$ cat config.mk
export PLATFORM = sky130hd
export DESIGN_NAME = lsu1_dreq
export DESIGN_NICKNAME = d
export VERILOG_FILES = /design/src/rtl/lsu1_dreq.sv
export SDC_FILE = /design/constraint.sdc
export NUM_CORES = 1
export LEC_CHECK = 0
export ABC_AREA = 0
export CORE_ASPECT_RATIO = 1.5
export CORE_UTILIZATION = 46
export DETAILED_ROUTE_END_ITERATION = 8
export HOLD_SLACK_MARGIN = 0.1
export PLACE_DENSITY = 0.78
export SETUP_SLACK_MARGIN = 0.05
export SLEW_MARGIN = 20
export SYNTH_ARGS = -nofsm -noshare
export SYNTH_HDL_FRONTEND = slang
export SYNTH_SLANG_ARGS = --single-unit
$ cat constraint.sdc
create_clock -name clk -period 2.28 [get_ports clk]
set_input_delay 0.456 -clock clk [delete_from_list [all_inputs] [get_ports clk]]
set_output_delay 0.456 -clock clk [all_outputs]
set_load 0.01 [all_outputs]
$ cat src/rtl/lsu1_dreq.sv
// LSU1-stage data-request engine: issues one sram-like data request per memory instruction,
// holds LSU1 until the address is accepted, and counts killed requests whose responses LSU2 drops.
module lsu1_dreq #(
  parameter int unsigned DROP_W = 2
) (
  input  logic        clk,
  input  logic        rst,
  input  logic        exception_flush,
  input  logic        pipe_stall,
  input  logic        lsu1_ls_ena,
  input  logic [3:0]  lsu1_ls_sel,
  input  logic [31:0] lsu1_psyaddr,
  input  logic [31:0] lsu1_rt_data,
  input  logic        lsu1_has_exception,
  output logic        data_req,
  output logic        data_wr,
  output logic [1:0]  data_size,
  output logic [31:0] data_addr,
  output logic [3:0]  data_wstrb,
  output logic [31:0] data_wdata,
  input  logic        data_addr_ok,
  input  logic        data_data_ok,
  output logic        lsu1_stall_req,
  output logic        lsu1_req_issued,
  output logic        drop_pending
);

  typedef enum logic [1:0] {StIdle, StWait, StHeld, StKill} state_e;

  localparam logic [DROP_W-1:0] DropMax = {DROP_W{1'b1}};
  localparam logic [DROP_W-1:0] DropOne = {{(DROP_W-1){1'b0}}, 1'b1};

  state_e            state_q;
  logic [DROP_W-1:0] drop_cnt_q;
  logic              wr_q;
  logic [1:0]        size_q;
  logic [31:0]       addr_q;
  logic [3:0]        wstrb_q;
  logic [31:0]       wdata_q;

  logic        enc_wr;
  logic [1:0]  enc_size;
  logic [3:0]  enc_wstrb;
  logic [31:0] enc_wdata;
  logic        ls_ok, drop_full, go;
  logic        drop_inc, drop_dec;

  always_comb begin
    enc_wr    = lsu1_ls_sel[3];
    enc_size  = 2'd2;
    enc_wstrb = 4'b0000;
    enc_wdata = 32'h0;
    case (lsu1_ls_sel)
      4'b0001, 4'b0010: enc_size = 2'd0;
      4'b0011, 4'b0100: enc_size = 2'd1;
      4'b1001: begin
        enc_size  = 2'd0;
        enc_wstrb = 4'b0001 << lsu1_psyaddr[1:0];
        enc_wdata = {4{lsu1_rt_data[7:0]}};
      end
      4'b1010: begin
        enc_size  = 2'd1;
        enc_wstrb = lsu1_psyaddr[1] ? 4'b1100 : 4'b0011;
        enc_wdata = {2{lsu1_rt_data[15:0]}};
      end
      4'b1011: begin
        enc_wstrb = 4'b1111;
        enc_wdata = lsu1_rt_data;
      end
      default: ;
    endcase
  end

  assign drop_full = (drop_cnt_q == DropMax);
  assign ls_ok     = lsu1_ls_ena & ~lsu1_has_exception & ~exception_flush;
  assign go        = ls_ok & ~drop_full;

  // Every accepted request whose instruction was flushed still returns a data_ok to be discarded.
  assign drop_inc = ((state_q == StWait) & exception_flush & data_addr_ok) |
                    ((state_q == StKill) & data_addr_ok) |
                    ((state_q == StHeld) & exception_flush);
  assign drop_dec = data_data_ok & (drop_cnt_q != '0);

  always_comb begin
    data_req        = 1'b0;
    data_wr         = 1'b0;
    data_size       = 2'd0;
    data_addr       = 32'h0;
    data_wstrb      = 4'b0000;
    data_wdata      = 32'h0;
    lsu1_stall_req  = 1'b0;
    lsu1_req_issued = 1'b0;
    unique case (state_q)
      StIdle: begin
        data_req        = go;
        data_wr         = enc_wr;
        data_size       = enc_size;
        data_addr       = lsu1_psyaddr;
        data_wstrb      = enc_wstrb;
        data_wdata      = enc_wdata;
        lsu1_req_issued = go & data_addr_ok;
        lsu1_stall_req  = go ? ~data_addr_ok : (ls_ok & drop_full);
      end
      StWait, StKill: begin
        data_req        = 1'b1;
        data_wr         = wr_q;
        data_size       = size_q;
        data_addr       = addr_q;
        data_wstrb      = wstrb_q;
        data_wdata      = wdata_q;
        lsu1_req_issued = (state_q == StWait) & data_addr_ok & ~exception_flush;
        lsu1_stall_req  = (state_q == StWait) & ~data_addr_ok;
      end
      StHeld: lsu1_req_issued = 1'b1;
      default: ;
    endcase
    // Outputs are forced low for the whole reset cycle, including the combinational issue path.
    if (rst) begin
      data_req        = 1'b0;
      data_wr         = 1'b0;
      data_size       = 2'd0;
      data_addr       = 32'h0;
      data_wstrb      = 4'b0000;
      data_wdata      = 32'h0;
      lsu1_stall_req  = 1'b0;
      lsu1_req_issued = 1'b0;
    end
  end

  assign drop_pending = (drop_cnt_q != '0) & ~rst;

  always_ff @(posedge clk) begin
    if (rst) begin
      state_q    <= StIdle;
      drop_cnt_q <= '0;
      wr_q       <= 1'b0;
      size_q     <= 2'd0;
      addr_q     <= 32'h0;
      wstrb_q    <= 4'b0000;
      wdata_q    <= 32'h0;
    end else begin
      if (drop_inc && !drop_dec) begin
        drop_cnt_q <= drop_cnt_q + DropOne;
      end else if (drop_dec && !drop_inc) begin
        drop_cnt_q <= drop_cnt_q - DropOne;
      end
      unique case (state_q)
        StIdle: begin
          if (go) begin
            if (data_addr_ok) begin
              if (pipe_stall) state_q <= StHeld;
            end else begin
              wr_q    <= enc_wr;
              size_q  <= enc_size;
              addr_q  <= lsu1_psyaddr;
              wstrb_q <= enc_wstrb;
              wdata_q <= enc_wdata;
              state_q <= StWait;
            end
          end
        end
        StWait: begin
          if (exception_flush) begin
            state_q <= data_addr_ok ? StIdle : StKill;
          end else if (data_addr_ok) begin
            state_q <= pipe_stall ? StHeld : StIdle;
          end
        end
        StHeld: begin
          if (!pipe_stall || exception_flush) state_q <= StIdle;
        end
        StKill: begin
          if (data_addr_ok) state_q <= StIdle;
        end
        default: state_q <= StIdle;
      endcase
    end
  end

endmodule

# Yosys cells after proc, flatten, opt, wreduce, memory -nomap -nowiden

Index checks and enable logic that the tools add are counted.

Add/sub/neg operators: 2
Reductions and logical operators: 14
Multiplexer cells: 33
Equality and inequality tests: 16
Bitwise logic cells: 21
Shift operators: 1

Operators with widths:

| operator                                             | number |
|---|---|
| case mux 32 bit (2 select lines)                     | 2 |
| case mux 32 bit (3 select lines)                     | 1 |
| two-way mux 32 bit                                   | 2 |
| two-way mux 2 bit                                    | 12 |
| bitwise AND 1 bit                                    | 14 |
| equality test 4 bit (second input constant)          | 3 |
| case mux 4 bit (3 select lines)                      | 1 |
| equality test 4 x 2 -> 1 bit (second input constant) | 2 |
| two-way mux 4 bit                                    | 2 |
| case mux 2 bit (2 select lines)                      | 2 |
| case mux 2 bit (4 select lines)                      | 1 |
| case mux 4 bit (2 select lines)                      | 1 |
| equality test 2 bit (second input constant)          | 3 |
| inequality test 3 bit (second input constant)        | 2 |
| case mux 1 bit (2 select lines)                      | 3 |
| OR reduction 3 bit                                   | 2 |
| two-way mux 1 bit                                    | 5 |
| NOT 1 bit                                            | 5 |
| AND reduction 5 bit                                  | 1 |
| equality test 4 x 1 -> 1 bit (second input constant) | 1 |
| equality test 4 x 3 -> 1 bit (second input constant) | 1 |
| inequality test 2 bit (second input constant)        | 2 |
| nonzero test 2 bit                                   | 2 |
| << shifter 1 x 2 -> 4 bit (first input constant)     | 1 |
| other kinds (12)                                     | 16 |

Word-level logic and storage cells: 94
Output and inout bits: 75
Bits of input ports: 76
Register bits: 75

# Depth between registers and ports, before layout

Depth in word-level cells: 9
Depth in mapped cells: 9
Gate-level depth less buffers: 6

# Worst setup path after synthesis

OpenSTA, ideal clock, no wires.

Path type: input port to output port
Start: input lsu1_ls_sel[2]
End: output data_wdata[16]
Stages: 3
Path slack: 0.300 ns
Data arrival time: 1.524 ns
Buffers on the path: 1
Required time: 1.824 ns
Cells stage by stage: buf_4 or4_1 o21ai_0

Word-level cells in the longest chain between the ends: 4
Elaborated cells between the ends (all ways): 6
Classes of those cells: eq/ne: 3; mux: 3

Ends and longest elaborated chain:

| what                                 | line | source |
|---|---|---|
| start: declaration                   | 11   | `input logic [3:0] lsu1_ls_sel,` |
| equality test 4 bit                  | 53   | `case (lsu1_ls_sel)` |
| case mux 32 bit (3 select lines) (*) | 53   |  |
| case mux 32 bit (2 select lines) (*) | 93   | `unique case (state_q)` |
| two-way mux 32 bit (*)               | 118  | `if (rst) begin` |
| end: declaration                     | 20   | `output logic [31:0] data_wdata,` |

Every way passes the cells marked *; elsewhere a longest branch is shown, timed or not.

# Worst setup path after layout

Start: register state_q[0]
End: output data_wdata[31]

Word-level cells in the longest chain between the ends: 4
Elaborated cells between the ends (all ways): 6
Classes of those cells: eq/ne: 2; mux: 2; reduce/logical: 2

Ends and longest elaborated chain:

| what                                                                | line | source |
|---|---|---|
| start: declaration                                                  | 33   | `state_e state_q;` |
| start signal: assignment                                            | 134  | `state_q <= StIdle;` |
| start signal: assignment                                            | 151  | `if (pipe_stall) state_q <= StHeld;` |
| start signal: assignment                                            | 158  | `state_q <= StWait;` |
| equality test 2 x 1 -> 1 bit or equality test 2 bit (tied branches) | 93   |  |
| OR reduction 2 bit                                                  | 93   |  |
| case mux 32 bit (2 select lines) (*)                                | 93   |  |
| two-way mux 32 bit (*)                                              | 118  |  |

Marks and branches as above.

==> results_dict.tcl <==
set metrics [dict create \
    synthTopCellsByCount "131 x nand2_1, 96 x a21oi_1, 75 x dfxtp_1" \
    fin_worst_skew_ns 0.00749 \
    synth-edff-count 0 \
    grt_pass1_vias 5094 \
    track_usage_pct 31.2 \
    ys_seq_area_share_pct 33.9 \
    synth-async-reset-ratio_pct 0 \
    io_pins 151 \
    finalHoldViolations 0 \
    critical_path.max_fanout 5 \
    io_buffers 150 \
    detail_route.wirelength_um 16200 \
    rows 43 \
    ys_ff_latch 75 \
    routedWlPerCell_um 17.3 \
    die-area_um2 10000 \
    place_ws_ns -0.702 \
    clockBufferDepth 2 \
    dp_hpwl_um 10300 \
    avgSynthCellArea_um2 7.17 \
    violations "negative setup slack" \
    clk_latency_ns 0.34 \
    drcViolationCount 0 \
    status "finished with violations" \
    drv_slew 0 \
    gp_congestion 0.853 \
    grt_pass1_wl_um 23900 \
    max_slew.worst_pin.slew_ns 0.556 \
    synth_ff_type "dfxtp_1" \
    area_growth_pct 57.5 \
    cap_violations 0 \
    coreArea_um2 9310 \
    topRoutingLayerUsed "met4" \
    fin_area_um2 6980 \
    die_h_um 122 \
    fin_crit_sh_pct 106 \
    clkTransAtPathRegs_ns 0.06 \
    peakVddDrop_mv 0.560 \
    via_per_inst 5.89 \
    synth.distinct_cells 45 \
    grt_antenna_before_repair 1 \
    power_density_nw_per_um2 538 \
    netlist_area_um2 4430 \
    synth_nets 695 \
    initial_core_util_pct 47.6 \
    grt_max_degree 62 \
    drt_iter0_drc 395 \
    cts_tree "built" \
    end_kind "primary output" \
    fmax_mhz 412 \
    required_ns 1.82 \
    synthCells 618 \
    layout-drive-gt1-share_pct 29.6 \
    vias 5497 \
    path_class "reg2out" \
    synthDominantCellAreaShare_pct 33.9 \
    start_kind "flip-flop" \
    ant_nets 0 \
    p_leak_uw 0.00291 \
    synthTopCellsByArea "dfxtp_1 34%, nand2_1 11%, a21oi_1 11%, a22oi_1 5.3%, nor2_1 5.1%" \
    layout.nets 893 \
    fill_cells 707 \
    rsz0062_at_grt "true" \
    synth_most_common_cell "nand2_1" \
    synth_top_cell_by_area "dfxtp_1" \
    cts-root-buf "clkbuf_16" \
    setup_ws_ns -0.145 \
    cts_sinks 75 \
    overflow 0 \
    dr_wl_met3_um 973 \
    drt-met1-wl_um 6010 \
    tns_ns -1.08 \
    dr_wl_met2_um 8290 \
    dr.pass1.iters 5 \
    cp.arrival_ns 1.97 \
    cts_hold_buf 0 \
    min-delay-path-class "reg2reg" \
    min_period_ns 2.42 \
    dpl-instance-area_um2 6300 \
    slew_headroom_pct 62.8 \
    yosys_warnings 0 \
    cts_buffers 9 \
    die_w_um 82.1 \
    cts_htree_levels 3 \
    holdWs_ns 0.454 \
    finalSetupViolCount 15 \
]
[repair_timing]
| item | in CTS | in global routing |
|---|---|---|
| setup endpoints to repair | 74 | 55 |
| gates resized for setup | 223 | 133 |
| gates cloned | 2 | 3 |
| buffers inserted | 17 | 12 |
| pin swaps | 18 | 36 |
[report_power, final]
group | internal [uW] | switching [uW] | total (uW)
Clock | 988 | 579 | 1570
Sequential | 1340 | 24.9 | 1370
Combinational | 414 | 407 | 821
[sequential cells by signal, indices dropped and copies added (netlist names)]
name	flops
wstrb_q	4
size_q	2
addr_q	32
wdata_q	32
state_q	2
wr_q	1
drop_cnt_q	2
[worst max-delay path: stages (launching register included)]
cell	delay [ns]
dfxtp_4	0.35
or3b_4	0.43
buf_12	0.15
nor2_4	0.16
buf_4	0.15
a22oi_1	0.08
a21oi_1	0.14
buf_2	0.16
[path summary, 6_finish.rpt]
path / end / from / slack [ns] / cells after the start
hold / removal: addr_q[24] / addr_q[24] / 0.45 / 2
setup reg to reg: drop_cnt_q[1] / state_q[1] / 0.25 / 7
setup / recovery: data_wdata[31] / state_q[0] / -0.14 / 7
hold reg to reg: addr_q[24] / addr_q[24] / 0.45 / 2
[cell type report]
| class | count | area [um2] | area share [%] |
|---|---|---|---|
| Clock inverter | 6 | 88.8 | 1.27 |
| Antenna cell | 1 | 2.50 | 0.0359 |
| Multi-Input combinational cell | 482 | 2880 | 41.3 |
| Tap cell | 112 | 140 | 2.01 |
| Clock buffer | 10 | 239 | 3.42 |
| Timing Repair Buffer | 246 | 2120 | 30.3 |
| Sequential cell | 75 | 1510 | 21.6 |
| Inverter | 2 | 7.51 | 0.108 |
[layout by cell type (no fill, tap or decap), types with 14 or more instances in the layout]
master,netlist,final
nand3b_1,21,21
buf_2,20,34
nor2_1,60,57
a22o_1,20,20
a21oi_1,96,85
nand2_1,131,130
dfxtp_1,75,74
buf_4,8,68
clkbuf_2,0,28
clkdlybuf4s50_1,0,61
a22oi_1,31,19
buf_6,1,18
dlygate4sd2_1,0,14
[stage by stage]
| step | utilization, % | instances | power (uW) |
|---|---|---|---|
| 5_1_grt | 75.0 | 934 | 3890 |
| 6_report | 75.0 | 934 | 3750 |
| 4_1_cts | 73.6 | 919 | 3720 |
| 3_3_place_gp | 67.7 | 884 | 2130 |
| 3_5_place_dp | 67.7 | 884 | 2140 |
| 2_1_floorplan | - | 618 | 1740 |
[per-layer routing]
layer / up-vias / track usage, %
met5: - / 0
met4: 0 / 19.8
met3: 63 / 5.43
met2: 245 / 53.8
met1: 2617 / 34.3
li1: 2572 / -
[cell families after synthesis]
| kind of cell | count (synthesis) | share of synthesized area [%] |
|---|---|---|
| flops | 75 | 33.9 |
| fa+ha+maj | 1 | 0.282 |
| compound gates | 195 | 27.1 |
| buf+inv | 61 | 6.58 |
| xor+xnor | 3 | 0.593 |
| mux | 8 | 2.00 |
| simple gates | 275 | 29.5 |
Note: power is estimated with default switching activity, not from simulation.
